### src/rtl/usb_fs_in_pkt_buffer.sv
// Single-packet IN endpoint buffer for usb_fs_tx: holds one committed packet, answers IN tokens
// with DATAx/NAK/STALL, retransmits on handshake timeout and owns the data toggle.
module usb_fs_in_pkt_buffer #(
    parameter int DEPTH = 64,
    parameter int AW    = 6
) (
    input  logic         clk,
    input  logic         reset,
    input  logic         wr_en,
    input  logic [7:0]   wr_data,
    input  logic         wr_commit,
    output logic         wr_ready,
    input  logic         stall,
    input  logic         clear_toggle,
    input  logic         in_token,
    input  logic         ack_received,
    input  logic         hs_timeout,
    output logic         pkt_start,
    output logic [3:0]   pid,
    output logic         tx_data_avail,
    input  logic         tx_data_get,
    output logic [7:0]   tx_data,
    input  logic         pkt_end,
    output logic         busy,
    output logic [2:0]   dbg_state
);

    localparam logic [3:0] PID_DATA0 = 4'b0011;
    localparam logic [3:0] PID_DATA1 = 4'b1011;
    localparam logic [3:0] PID_NAK   = 4'b1010;
    localparam logic [3:0] PID_STALL = 4'b1110;

    typedef enum logic [2:0] {
        S_FILL    = 3'd0,
        S_READY   = 3'd1,
        S_TX_DATA = 3'd2,
        S_WAIT_HS = 3'd3,
        S_TX_HS   = 3'd4
    } state_t;

    state_t        state_q, state_d;
    logic [AW:0]   wr_ptr_q, wr_ptr_d;
    logic [AW:0]   rd_ptr_q, rd_ptr_d;
    logic          toggle_q, toggle_d;
    logic          pkt_start_q, pkt_start_d;
    logic [3:0]    pid_q, pid_d;
    logic          hs_ret_q, hs_ret_d;   // 1: handshake-only reply returns to READY
    logic          mem_we;
    logic [7:0]    mem [DEPTH];

    assign wr_ready      = (state_q == S_FILL) && !wr_ptr_q[AW];
    assign tx_data_avail = (state_q == S_TX_DATA) && (rd_ptr_q != wr_ptr_q);
    assign tx_data       = mem[rd_ptr_q[AW-1:0]];
    assign busy          = (state_q != S_FILL);
    assign pkt_start     = pkt_start_q;
    assign pid           = pid_q;
    assign dbg_state     = state_q;

    // Handshake to usb_fs_tx: pkt_start is a one-cycle pulse; pid holds from pkt_start until
    // the next pkt_start; each tx_data_get pulse while tx_data_avail consumes tx_data; pkt_end
    // marks EOP sent.
    always_comb begin
        state_d     = state_q;
        wr_ptr_d    = wr_ptr_q;
        rd_ptr_d    = rd_ptr_q;
        toggle_d    = toggle_q;
        pid_d       = pid_q;
        pkt_start_d = 1'b0;
        hs_ret_d    = hs_ret_q;
        mem_we      = 1'b0;
        case (state_q)
            S_FILL: begin
                if (wr_en && wr_ready) begin
                    mem_we   = 1'b1;
                    wr_ptr_d = wr_ptr_q + 1'b1;
                end
                if (wr_commit) begin
                    state_d = S_READY;
                end else if (in_token) begin
                    pkt_start_d = 1'b1;
                    pid_d       = stall ? PID_STALL : PID_NAK;
                    hs_ret_d    = 1'b0;
                    state_d     = S_TX_HS;
                end
            end
            S_READY: begin
                if (in_token) begin
                    pkt_start_d = 1'b1;
                    if (stall) begin
                        pid_d    = PID_STALL;
                        hs_ret_d = 1'b1;
                        state_d  = S_TX_HS;
                    end else begin
                        pid_d    = toggle_q ? PID_DATA1 : PID_DATA0;
                        rd_ptr_d = '0;
                        state_d  = S_TX_DATA;
                    end
                end
            end
            S_TX_DATA: begin
                if (tx_data_get && tx_data_avail) rd_ptr_d = rd_ptr_q + 1'b1;
                if (pkt_end) state_d = S_WAIT_HS;
            end
            S_WAIT_HS: begin
                if (ack_received) begin
                    wr_ptr_d = '0;
                    rd_ptr_d = '0;
                    toggle_d = ~toggle_q;
                    state_d  = S_FILL;
                end else if (hs_timeout) begin
                    rd_ptr_d = '0;
                    state_d  = S_READY;
                end
            end
            S_TX_HS: begin
                if (pkt_end) state_d = hs_ret_q ? S_READY : S_FILL;
            end
            default: state_d = S_FILL;
        endcase
        // An explicit clear overrides a toggle flip from an ACK in the same cycle.
        if (clear_toggle) toggle_d = 1'b0;
    end

    always_ff @(posedge clk or posedge reset) begin
        if (reset) begin
            state_q     <= S_FILL;
            wr_ptr_q    <= '0;
            rd_ptr_q    <= '0;
            toggle_q    <= 1'b0;
            pkt_start_q <= 1'b0;
            pid_q       <= 4'b0000;
            hs_ret_q    <= 1'b0;
        end else begin
            state_q     <= state_d;
            wr_ptr_q    <= wr_ptr_d;
            rd_ptr_q    <= rd_ptr_d;
            toggle_q    <= toggle_d;
            pkt_start_q <= pkt_start_d;
            pid_q       <= pid_d;
            hs_ret_q    <= hs_ret_d;
        end
    end

    always_ff @(posedge clk) begin
        if (mem_we) mem[wr_ptr_q[AW-1:0]] <= wr_data;
    end

endmodule
### config.mk
export PLATFORM = sky130hd
export DESIGN_NAME = usb_fs_in_pkt_buffer
export DESIGN_NICKNAME = d
export VERILOG_FILES = /design/src/rtl/usb_fs_in_pkt_buffer.sv
export SDC_FILE = /design/constraint.sdc
export NUM_CORES = 1
export LEC_CHECK = 0
export ABC_AREA = 1
export CAP_MARGIN = 20
export CELL_PAD_IN_SITES_DETAIL_PLACEMENT = 1
export CELL_PAD_IN_SITES_GLOBAL_PLACEMENT = 1
export CORE_MARGIN = 4
export CORE_UTILIZATION = 50
export CTS_CLUSTER_SIZE = 28
export DETAILED_ROUTE_END_ITERATION = 7
export PLACE_DENSITY_LB_ADDON = 0.1
export SYNTH_ARGS = -nofsm -noshare
export SYNTH_HDL_FRONTEND = slang
export SYNTH_SLANG_ARGS = --single-unit
### constraint.sdc
create_clock -name clk -period 2.55 [get_ports clk]
set_clock_uncertainty 0.15 [all_clocks]
set_input_delay 0.51 -clock clk [delete_from_list [all_inputs] [get_ports clk]]
set_output_delay 0.51 -clock clk [all_outputs]
set_load 0.005 [all_outputs]
==> results.sh <==
export IMPL_status="finished with violations"
export IMPL_violations="negative setup slack"
export IMPL_antenna_found_initial=1
export IMPL_most_used_flip_flop_cell_after_synthesis="sky130_fd_sc_hd__edfxtp_1"
export IMPL_core_area_sq_um=46700
export IMPL_wl_per_cell_microns=25.5
export IMPL_gr_total_overflow=0
export IMPL_io_pins=38
export IMPL_clockBufferDepth=3
export IMPL_finish_net_count=2449
export IMPL_post_dp_cell_area_sq_um=26000
export IMPL_fillerInstances=4727
export IMPL_power_per_cell_area_nw_per_um2=802
export IMPL_floorplan_die_height_microns=226
export IMPL_timing_max_cap_violations=0
export IMPL_synthCells=2211
export IMPL_cts_tree="yes"
export IMPL_grt_start_max_net_pins=65
export IMPL_utilization_pct=63.7
export IMPL_finalNonFillerCells=3081
export IMPL_cts_htree_levels=2
export IMPL_vias_per_cell=5.76
export IMPL_layout_cells_most_common="sky130_fd_sc_hd__edfxtp_1"
export IMPL_maxSlewHeadroom_pct=47.4
export IMPL_final_antenna_net_count=0
export IMPL_post_placement_cell_count=2928
export IMPL_worstPathRequired_ns=1.89
export IMPL_hp_class="in -> async"
export IMPL_synth_fp_nets=2232
export IMPL_place_detailed_hpwl_microns=44900
export IMPL_dr_total_vias=17700
export IMPL_seq_power_share_pct=41.8
export IMPL_async_set_reset_flop_share_out_of_synthesis_pct=4.48
export IMPL_finish_instance_area_sq_um=29700
export IMPL_timing_hold_ws_ns=0.130
export IMPL_width_of_the_die_microns=226
export IMPL_synth_yosys_warnings=0
export IMPL_layout_area_overhead_vs_synth_pct=25.5
export IMPL_core_rowCount=79
export IMPL_cts_sinks=536
export IMPL_post_route_clock_period_utilization_pct=132
export IMPL_static_leakage_power_uw=0.0120
export IMPL_synth_yosys_seq_area_share_pct=67.5
export IMPL_die_area_sq_um=50900
export IMPL_final_hold_violation_count=0
export IMPL_routabilityCongestion=0.884
export IMPL_insertion_delay_ns=0.60
export IMPL_clock_edge_transition_at_the_registers_on_the_reported_setup_and_hold_paths_ns=0.06
export IMPL_drt_drc_violations_left=0
export IMPL_worst_setup_path_type="reg -> out"
export IMPL_most_common_layout_cells="512 x sky130_fd_sc_hd__edfxtp_1, 493 x sky130_fd_sc_hd__nand2_1, 336 x sky130_fd_sc_hd__inv_1, 287 x sky130_fd_sc_hd__nand3_1, 167 x sky130_fd_sc_hd__buf_4"
export IMPL_worst_pin_slew_ns=0.789
export IMPL_overall_power_uw=23800
export IMPL_ctsHoldBuffers=0
export IMPL_maxClockFrequency_mhz=297
export IMPL_floorplan_initialDensity_pct=50.7
export IMPL_pwr_share_comb_pct=24.7
export IMPL_drt_first_iter_violations=1840
export IMPL_p_sw_uw=7030
export IMPL_timing_final_ws_setup_ns=-0.814
export IMPL_detail_route_wirelength_microns=78500
export IMPL_maxSlewViolCount=0
export IMPL_drive_above_1_share_pct=23.3
export IMPL_cp_start_kind="flop"
export IMPL_cp_data_arrival_time_ns=2.70
export IMPL_highest_ir_drop_seen_on_vdd_mv=0.661
export IMPL_grt_pass1_wl_microns=113000
export IMPL_rsz0062_at_grt="true"
export IMPL_drt_first_pass_iters=5
export IMPL_grtUsageTotal_pct=29.9
export IMPL_cellInternalPower_uw=16800
export IMPL_first_global_vias=18900
export IMPL_synth_enable_flop_cells=512
export IMPL_category_of_the_worst_setup_path_capture_point="output port"
export IMPL_root_buffer="sky130_fd_sc_hd__clkbuf_16"
export IMPL_switching_share_pct=29.5
export IMPL_post_synth_num_cell_types=44
export IMPL_cts_buffers_inserted=56
export IMPL_post_route_min_period_ns=3.36
export IMPL_ys_seq_elements=536
export IMPL_timing_final_setup_violations=9
export IMPL_worstPathMaxFanout=7
export IMPL_synth_area_sq_um=23700
export IMPL_pwr_share_clk_pct=33.5
export IMPL_synth_area_per_cell_sq_um=10.7
export IMPL_port_buffers=37
synth_stat cells (2+ instances only):
| master | instances | area share, % |
|---|---|---|
| sky130_fd_sc_hd__buf_4 | 10 | 0.32 |
| sky130_fd_sc_hd__edfxtp_1 | 512 | 65 |
| sky130_fd_sc_hd__o21ai_0 | 14 | 0.30 |
| sky130_fd_sc_hd__nand2_2 | 3 | 0.079 |
| sky130_fd_sc_hd__nor2_2 | 9 | 0.24 |
| sky130_fd_sc_hd__o21ai_1 | 2 | 0.042 |
| sky130_fd_sc_hd__nor2_4 | 4 | 0.19 |
| sky130_fd_sc_hd__nand3_1 | 427 | 9.0 |
| sky130_fd_sc_hd__or2_2 | 41 | 1.1 |
| sky130_fd_sc_hd__inv_4 | 2 | 0.053 |
| sky130_fd_sc_hd__nor3_2 | 3 | 0.13 |
| sky130_fd_sc_hd__inv_1 | 336 | 5.3 |
| sky130_fd_sc_hd__nand2_1 | 506 | 8.0 |
| sky130_fd_sc_hd__o21a_1 | 2 | 0.063 |
| sky130_fd_sc_hd__xor2_1 | 8 | 0.30 |
| sky130_fd_sc_hd__xnor2_1 | 4 | 0.15 |
| sky130_fd_sc_hd__buf_6 | 9 | 0.43 |
| sky130_fd_sc_hd__ha_1 | 2 | 0.11 |
| sky130_fd_sc_hd__clkbuf_1 | 19 | 0.30 |
| sky130_fd_sc_hd__nor3_1 | 19 | 0.40 |
| sky130_fd_sc_hd__a21oi_1 | 6 | 0.13 |
| sky130_fd_sc_hd__or2_0 | 10 | 0.26 |
| sky130_fd_sc_hd__nand2_4 | 3 | 0.14 |
| sky130_fd_sc_hd__dfrtp_1 | 24 | 2.5 |
| sky130_fd_sc_hd__nand4_1 | 8 | 0.21 |
| sky130_fd_sc_hd__nand3_4 | 2 | 0.15 |
| sky130_fd_sc_hd__or2_1 | 14 | 0.37 |
| sky130_fd_sc_hd__buf_2 | 66 | 1.4 |
| sky130_fd_sc_hd__o211ai_1 | 40 | 1.3 |
| sky130_fd_sc_hd__nor2_1 | 74 | 1.2 |
| sky130_fd_sc_hd__buf_1 | 13 | 0.21 |
| sky130_fd_sc_hd__inv_2 | 6 | 0.095 |
| sky130_fd_sc_hd__nand4_2 | 2 | 0.11 |
timing repair:
item,in CTS,in global routing
pin swaps,27,48
buffers inserted,19,10
gates cloned,15,6
gates resized for setup,170,93
endpoints found under the setup margin,10,9
per-layer routing:
metal,track usage (%),vias to the layer above,wire (microns)
met3,5.41,194,5500
li1,-,7816,-
met5,0,-,0
met1,37.4,8979,30100
met2,50.2,750,39000
met4,15.4,0,3910
kinds of logic after synthesis:
group	Yosys count	share of synthesized area, %
simple gates	1129	21.8
flops	536	67.5
buf+inv	463	8.16
compound gates	69	1.99
xor+xnor	12	0.444
fa+ha+maj	2	0.106
worst paths after layout:
| check | cells past startpoint | to | from | slack (ns) |
|---|---|---|---|---|
| worst min-delay path | 3 | wr_ptr_q[5]$_DFFE_PP0P_ | reset | 0.13 |
| max in group asynchronous | 3 | rd_ptr_q[0]$_DFFE_PP0P_ | reset | 1.82 |
| worst min register to register | 1 | pid[1]$_DFFE_PP0P_ | pid[1]$_DFFE_PP0P_ | 0.33 |
| min in group clk | 2 | mem[60][5]$_DFFE_PP_ | wr_data[5] | 0.27 |
| worst max-delay path | 11 | tx_data[7] | rd_ptr_q[0]$_DFFE_PP0P_ | -0.81 |
| worst max register to register | 8 | mem[21][7]$_DFFE_PP_ | dbg_state[2]$_DFFE_PP0P_ | 0.23 |
power by group through the flow:
stage	Combinational (uW)	Sequential [uW]	Clock, uW
2_1_floorplan	2470	10100	0
3_3_place_gp	4220	10100	0
3_5_place_dp	4370	10200	0
4_1_cts	5370	9960	8010
5_1_grt	6230	9980	8450
6_report	5880	9970	7970
flip-flops by register name, indices dropped and copies added, names as in the netlist:
register and count:
rd_ptr_q 7, pid 4, hs_ret_q 1, toggle_q 1, mem 512, pkt_start 1, wr_ptr_q 7, dbg_state 3
critical path, stage by stage, from the launching register on:
cell and delay [ns]:
sky130_fd_sc_hd__dfrtp_4 0.55, sky130_fd_sc_hd__buf_12 0.19, sky130_fd_sc_hd__buf_6 0.12, sky130_fd_sc_hd__clkbuf_16 0.15, sky130_fd_sc_hd__or2_2 0.30, sky130_fd_sc_hd__nand3_1 0.10, sky130_fd_sc_hd__nand3_1 0.10, sky130_fd_sc_hd__nand3_1 0.14
sky130_fd_sc_hd__nand3_2 0.11, sky130_fd_sc_hd__nand3_2 0.12, sky130_fd_sc_hd__nand2_4 0.08, sky130_fd_sc_hd__buf_2 0.13
through the flow:
step | setup TNS [ns] | setup WS, ns
4_1_cts | -6.17 | -0.790
6_report | -6.34 | -0.814
2_1_floorplan | 0 | 0.293
5_1_grt | -7.06 | -0.900
3_3_place_gp | -4.36 | -0.672
3_5_place_dp | -4.61 | -0.728
area by class of cell:
class | count | area [sq um] | area share [%]
Antenna cell | 1 | 2.50 | 0.00842
Clock buffer | 78 | 1560 | 5.23
Clock inverter | 25 | 198 | 0.665
Inverter | 346 | 1330 | 4.48
Multi-Input combinational cell | 1212 | 6730 | 22.7
Sequential cell | 536 | 16000 | 53.8
Tap cell | 607 | 759 | 2.56
Timing Repair Buffer | 275 | 3140 | 10.6
Timing Repair inverter | 1 | 16.3 | 0.0547
(Power assumes the default switching activity.)
